### config.mk
export PLATFORM = sky130hd
export DESIGN_NAME = param_clb
export DESIGN_NICKNAME = d
export VERILOG_FILES = /design/src/rtl/param_clb_pkg.sv /design/src/rtl/param_clb_ble.sv /design/src/rtl/param_clb.sv
export SDC_FILE = /design/constraint.sdc
export NUM_CORES = 1
export LEC_CHECK = 0
export ABC_AREA = 1
export CELL_PAD_IN_SITES_DETAIL_PLACEMENT = 1
export CELL_PAD_IN_SITES_GLOBAL_PLACEMENT = 1
export CORE_MARGIN = 4
export CORE_UTILIZATION = 42
export DETAILED_ROUTE_END_ITERATION = 7
export PLACE_DENSITY = 0.85
export SLEW_MARGIN = 40
export SYNTH_ARGS = -nofsm -noshare
export SYNTH_HDL_FRONTEND = slang
export SYNTH_SLANG_ARGS = --single-unit
export TNS_END_PERCENT = 5
### constraint.sdc
create_clock -name clk -period 1.85 [get_ports clk]
set_clock_uncertainty 0.15 [all_clocks]
set_input_delay 0.185 -clock clk [delete_from_list [all_inputs] [get_ports clk]]
set_output_delay 0.185 -clock clk [all_outputs]
set_load 0.005 [all_outputs]
### src/rtl/param_clb_pkg.sv
// param_clb shared definitions: BLE slice layout, enable encodings, load FSM states.
// Used by param_clb and param_clb_ble (optional readback: PARAM_CLB_READBACK_EN).
package param_clb_pkg;

    localparam int BLE_CFG_W = 23;

    localparam int LUT_LSB  = 0;
    localparam int LUT_W    = 16;
    localparam int EN_LSB   = 16;
    localparam int EN_W     = 2;
    localparam int OMUX_BIT = 18;
    localparam int OSEL_LSB = 19;
    localparam int OSEL_W   = 4;

    typedef enum logic [1:0] {
        EN_LEFT  = 2'b00,
        EN_RIGHT = 2'b01,
        EN_ONE   = 2'b10,
        EN_UP    = 2'b11
    } en_ctrl_e;

    typedef enum logic [1:0] {
        IDLE   = 2'b00,
        LOAD   = 2'b01,
        COMMIT = 2'b10
    } state_e;

endpackage

### src/rtl/param_clb_ble.sv
// One BLE: 4-input LUT, enable-gated FF, output select and per-side
// routing muxes (routing falls back to straight pass-through).
module param_clb_ble
    import param_clb_pkg::*;
(
    input  logic                 clk,
    input  logic                 rst_n,
    input  logic [BLE_CFG_W-1:0] cfg,
    input  logic                 up_i,
    input  logic                 down_i,
    input  logic                 right_i,
    input  logic                 left_i,
    output logic                 up_o,
    output logic                 down_o,
    output logic                 right_o,
    output logic                 left_o
);

    logic [LUT_W-1:0]  lut;
    logic [OSEL_W-1:0] osel;
    logic              omux;
    en_ctrl_e          en_ctrl;
    logic [3:0]        addr;
    logic              lut_out;
    logic              en;
    logic              ff;
    logic              sig;

    assign lut     = cfg[LUT_LSB +: LUT_W];
    assign osel    = cfg[OSEL_LSB +: OSEL_W];
    assign omux    = cfg[OMUX_BIT];
    assign en_ctrl = en_ctrl_e'(cfg[EN_LSB +: EN_W]);

    // LUT bit 15 is addressed by addr 0 (MSB-first truth table)
    assign addr    = {up_i, down_i, right_i, left_i};
    assign lut_out = lut[4'd15 - addr];

    // Enable source select
    always_comb begin
        en = 1'b0;
        unique case (en_ctrl)
            EN_LEFT:  en = left_i;
            EN_RIGHT: en = right_i;
            EN_ONE:   en = 1'b1;
            EN_UP:    en = up_i;
        endcase
    end

    // Registered LUT output, loaded when enabled
    always_ff @(posedge clk) begin
        if (!rst_n) begin
            ff <= 1'b0;
        end else if (en) begin
            ff <= lut_out;
        end
    end

    assign sig     = omux ? lut_out : ff;
    assign up_o    = osel[3] ? sig : down_i;
    assign down_o  = osel[2] ? sig : up_i;
    assign right_o = osel[1] ? sig : left_i;
    assign left_o  = osel[0] ? sig : right_i;

endmodule

### src/rtl/param_clb.sv
// Parameterised CLB: W BLEs plus a beat-serial frame loader with shadow/active
// configuration. Define PARAM_CLB_READBACK_EN to add the cfg_rdata readback port.
module param_clb
    import param_clb_pkg::*;
#(
    parameter int W     = 2,
    parameter int CFG_W = 8
) (
    input  logic             clk,
    input  logic             rst_n,
    input  logic [W-1:0]     up_i,
    input  logic [W-1:0]     down_i,
    input  logic [W-1:0]     right_i,
    input  logic [W-1:0]     left_i,
    output logic [W-1:0]     up_o,
    output logic [W-1:0]     down_o,
    output logic [W-1:0]     right_o,
    output logic [W-1:0]     left_o,
    input  logic             cfg_start,
    input  logic             cfg_abort,
    input  logic             cfg_valid,
    input  logic [CFG_W-1:0] cfg_data,
`ifdef PARAM_CLB_READBACK_EN
    output logic [CFG_W-1:0] cfg_rdata,
`endif
    output logic             cfg_ready,
    output logic             cfg_done
);

    localparam int FRAME_W = BLE_CFG_W * W;
    localparam int BEATS   = (FRAME_W + CFG_W - 1) / CFG_W;
    localparam int CNT_W   = (BEATS > 1) ? $clog2(BEATS) : 1;
    localparam logic [CNT_W-1:0] LAST = CNT_W'(BEATS - 1);

    state_e             state;
    state_e             state_n;
    logic [CNT_W-1:0]   cnt;
    logic [FRAME_W-1:0] shadow;
    logic [FRAME_W-1:0] shadow_wr;
    logic [FRAME_W-1:0] active;
    logic               start_load;
    logic               beat;

    assign start_load = (state == IDLE) && cfg_start;
    assign beat       = (state == LOAD) && cfg_valid && !cfg_abort;

    // Next state and handshake outputs; abort beats a same-cycle beat
    always_comb begin
        state_n   = state;
        cfg_ready = 1'b0;
        cfg_done  = 1'b0;
        unique case (state)
            IDLE: begin
                if (cfg_start) state_n = LOAD;
            end
            LOAD: begin
                cfg_ready = rst_n;
                if (cfg_abort) begin
                    state_n = IDLE;
                end else if (cfg_valid && cnt == LAST) begin
                    state_n = COMMIT;
                end
            end
            COMMIT: begin
                cfg_done = rst_n;
                state_n  = IDLE;
            end
            default: state_n = IDLE;
        endcase
    end

    // Load FSM state register
    always_ff @(posedge clk) begin
        if (!rst_n) state <= IDLE;
        else        state <= state_n;
    end

    // Beat counter: cleared on start, advanced per accepted beat
    always_ff @(posedge clk) begin
        if (!rst_n) begin
            cnt <= '0;
        end else if (start_load) begin
            cnt <= '0;
        end else if (beat && cnt != LAST) begin
            cnt <= cnt + 1'b1;
        end
    end

    // Merge the current beat into the frame; bits past FRAME_W drop out
    always_comb begin
        shadow_wr = shadow;
        for (int j = 0; j < CFG_W; j++) begin
            if (int'(cnt) * CFG_W + j < FRAME_W) begin
                shadow_wr[int'(cnt) * CFG_W + j] = cfg_data[j];
            end
        end
    end

    // Shadow frame: filled beat by beat during LOAD
    always_ff @(posedge clk) begin
        if (!rst_n) begin
            shadow <= '0;
        end else if (beat) begin
            shadow <= shadow_wr;
`ifdef PARAM_CLB_READBACK_EN
        end else if (start_load) begin
            shadow <= active;
`endif
        end
    end

`ifdef PARAM_CLB_READBACK_EN
    // Beat k of the snapshot, read before that beat overwrites it
    always_comb begin
        cfg_rdata = '0;
        for (int j = 0; j < CFG_W; j++) begin
            if (int'(cnt) * CFG_W + j < FRAME_W) begin
                cfg_rdata[j] = shadow[int'(cnt) * CFG_W + j];
            end
        end
    end
`endif

    // Active configuration: only ever updated from a complete frame
    always_ff @(posedge clk) begin
        if (!rst_n) begin
            active <= '0;
        end else if (state == COMMIT) begin
            active <= shadow;
        end
    end

    for (genvar i = 0; i < W; i++) begin : g_ble
        param_clb_ble u_ble (
            .clk     (clk),
            .rst_n   (rst_n),
            .cfg     (active[i*BLE_CFG_W +: BLE_CFG_W]),
            .up_i    (up_i[i]),
            .down_i  (down_i[i]),
            .right_i (right_i[i]),
            .left_i  (left_i[i]),
            .up_o    (up_o[i]),
            .down_o  (down_o[i]),
            .right_o (right_o[i]),
            .left_o  (left_o[i])
        );
    end

endmodule

==> impl_metrics.env <==
export IMPL_min_path_type="in -> reg"
export IMPL_end_kind="output pin"
export IMPL_cts_sinks=99
export IMPL_max_freq_mhz=523.1
export IMPL_setup_viol=5
export IMPL_antenna_found_initial=0
export IMPL_dieArea_um2=11440
export IMPL_r2r_end="shadow[40]"
export IMPL_start_util=0.4390
export IMPL_first_global_vias=3866
export IMPL_detail_route_vias_per_cell=5.128
export IMPL_ys_types=23
export IMPL_clock_path_buffers=2
export IMPL_r2r_slack_ns=0.09
export IMPL_syn_avg_cell_area_um2=7.180
export IMPL_critPathLaunchType="flip-flop"
export IMPL_num_rows=35
export IMPL_layout_drive_gt1_share=0.2000
export IMPL_ant_nets=0
export IMPL_tightest_slew_ns=0.3834
export IMPL_status="finished, violations left"
export IMPL_cp_required_ns=1.51
export IMPL_grt_ovfl_total=0
export IMPL_final_common_cell="nor2_1"
export IMPL_hold_path_startpoint="rst_n"
export IMPL_power_static_leakage_uw=0.002094
export IMPL_syn_inst=573
export IMPL_slew_violations=0
export IMPL_diodes=0
export IMPL_synthesis_nets=597
export IMPL_fp_dieH_um=107.0
export IMPL_fin_ws_ns=-0.06152
export IMPL_cp_max_fo=4
export IMPL_period_share=1.033
export IMPL_fin_nets=634
export IMPL_die_w_um=107.0
export IMPL_grt_max_degree=94
export IMPL_max_slew_margin_rel=0.7436
export IMPL_reg2reg_from="state[1]"
export IMPL_clkLatencyLatePin_ns=0.37
export IMPL_final_cell_mix="nor2_1 (144), o21ai_0 (93), dfxtp_1 (90), nand2_1 (52), a21oi_1 (32)"
export IMPL_io_pins=31
export IMPL_cts_made_buffers=9
export IMPL_drtIter0Drc=181
export IMPL_critical_path_arrival_ns=1.58
export IMPL_first_pass_iters=4
export IMPL_clock_root_buffer="clkbuf_8"
export IMPL_dp_hpwl_um=7574
export IMPL_synth_top_area_cell="dfxtp_1"
export IMPL_port_buffers=30
export IMPL_placed_cell_area_um2=4579
export IMPL_syn_to_final_growth_pct=20.74
export IMPL_maxCapViolCount=0
export IMPL_min_delay_path_depth=4
export IMPL_peakVddDrop_mv=0.3738
export IMPL_min_period_ns=1.912
export IMPL_rsz0062_at_grt="yes"
export IMPL_track_usage=0.1993
export IMPL_gp_congestion=0.8614
export IMPL_cts_tree="done"
export IMPL_grt_pass1_wl_um=18380
export IMPL_wl_per_cell_um=15.06
export IMPL_postCtsHoldBufs=0
export IMPL_postSynthRegisterBits=99
export IMPL_yosysSeqAreaShare=0.4818
export IMPL_drt_wl_total_um=11210
export IMPL_synth_area_top_cells="dfxtp_1 (48%), nor2_1 (13%), o21ai_0 (12%)"
export IMPL_yosysWarningCount=0
export IMPL_whs_endpoint="shadow[34]"
export IMPL_final_area_um2=4967
export IMPL_syn_cell_area_um2=4114
export IMPL_synth_top_area_frac=0.4818
export IMPL_violations="setup timing"
export IMPL_clk_pin_slew_worst_paths_ns=0.10
export IMPL_drc=0
export IMPL_core_area_um2=9371
export IMPL_r2r_cells=7
export IMPL_p_per_area_nw_per_um2=758.4
export IMPL_hold_violations=0
export IMPL_num_vias=3815
export IMPL_crit_type="reg -> out"
export IMPL_finalPower_uw=3767
export IMPL_cts_htree_levels=3
-- routing by layer --
metal / track usage / share of wire / vias up
li1: - / - / 1909
met1: 0.2585 / 0.46 / 1843
met2: 0.3476 / 0.49 / 50
met3: 0.03010 / 0.032 / 13
met4: 0.04932 / 0.014 / 0
met5: 0 / 0 / -
-- critical path, stage by stage, from the launching register on --
cell and delay, ns:
dfxtp_1 0.31, inv_1 0.08, nand2_1 0.08, nand3_2 0.08
nand3_2 0.10, nand3_4 0.11, nand3_4 0.10, buf_4 0.14
nand3_1 0.05, nand2_1 0.05, buf_2 0.12
-- what timing repair did --
action	CTS	global route
pin swaps	13	17
cloned	2	0
setup endpoints to repair	9	39
gates resized for setup	77	31
buffers inserted	4	1
-- kinds of logic (layout without fill, tap and decap cells) --
logic type,Yosys count,after routing,share of synthesized area
AOI/OAI and AO/OA,137,137,0.1688
xor gates and xnor gates,1,1,0.002129
adders and majority gates,3,3,0.009125
and+or+nand+nor,251,251,0.2537
DFF,99,99,0.4818
buffers and inverters,82,124,0.08455
-- area by class of cell --
class / instances / area (um^2)
Multi-Input combinational cell: 392 / 1946
Tap cell: 129 / 161.4
Clock buffer: 10 / 137.6
Clock inverter: 6 / 46.29
Inverter: 52 / 201.4
Timing Repair Buffer: 56 / 481.7
Fill cell: 1229 / 4404
Sequential cell: 99 / 1993
-- how the worst max path moves through the flow --
stage / from / to / slack, ns
2_1_floorplan: state[1] / shadow[0] / 0.45
3_3_place_gp: left_i[1] / right_o[1] / -0.48
3_5_place_dp: left_i[1] / down_o[1] / -0.57
4_1_cts: active[13] / up_o[0] / -0.06
5_1_grt: active[5] / up_o[0] / -0.15
6_report: active[11] / down_o[0] / -0.06
-- report_power, final --
| group | internal [uW] | leakage, uW | switching, uW |
|---|---|---|---|
| logic | 128 | 0.00120 | 181 |
| clock network | 536 | 0.0000893 | 771 |
| registers | 2140 | 0.000803 | 8.81 |
| total | 2810 | 0.00209 | 961 |
-- Yosys cell counts --
master	number
clkbuf_1	19
nor4_1	1
nor2_8	1
nor2_1	146
clkinv_2	5
a21oi_1	32
a211o_1	1
buf_2	3
inv_1	45
ha_1	3
or2_4	1
or2_2	10
nand2_1	56
o21bai_1	1
nand4_2	1
dfxtp_1	99
inv_2	2
nand3_1	33
xor2_1	1
o21ai_0	102
nor3_1	2
buf_4	8
a211oi_1	1
-- registers in the layout, indices dropped and copies added (netlist names) --
name	count
g_ble.u_ble.ff	2
shadow	46
cnt	3
active	46
state	2
-- stage by stage --
step,utilization,hold slack [ns],setup TNS (ns),instances,setup slack (ns)
after floorplan,-,0.1993,0,573,0.4495
after global placement,0.4887,0.2909,-3.651,721,-0.4801
after detailed placement,0.4887,0.2976,-4.331,721,-0.5727
after CTS,0.5194,0.1733,-0.2705,743,-0.05872
after global routing,0.5300,0.2099,-0.8033,744,-0.1539
final,0.5300,0.1792,-0.1751,744,-0.06152
No activity file was read; power rests on OpenSTA's default activity.
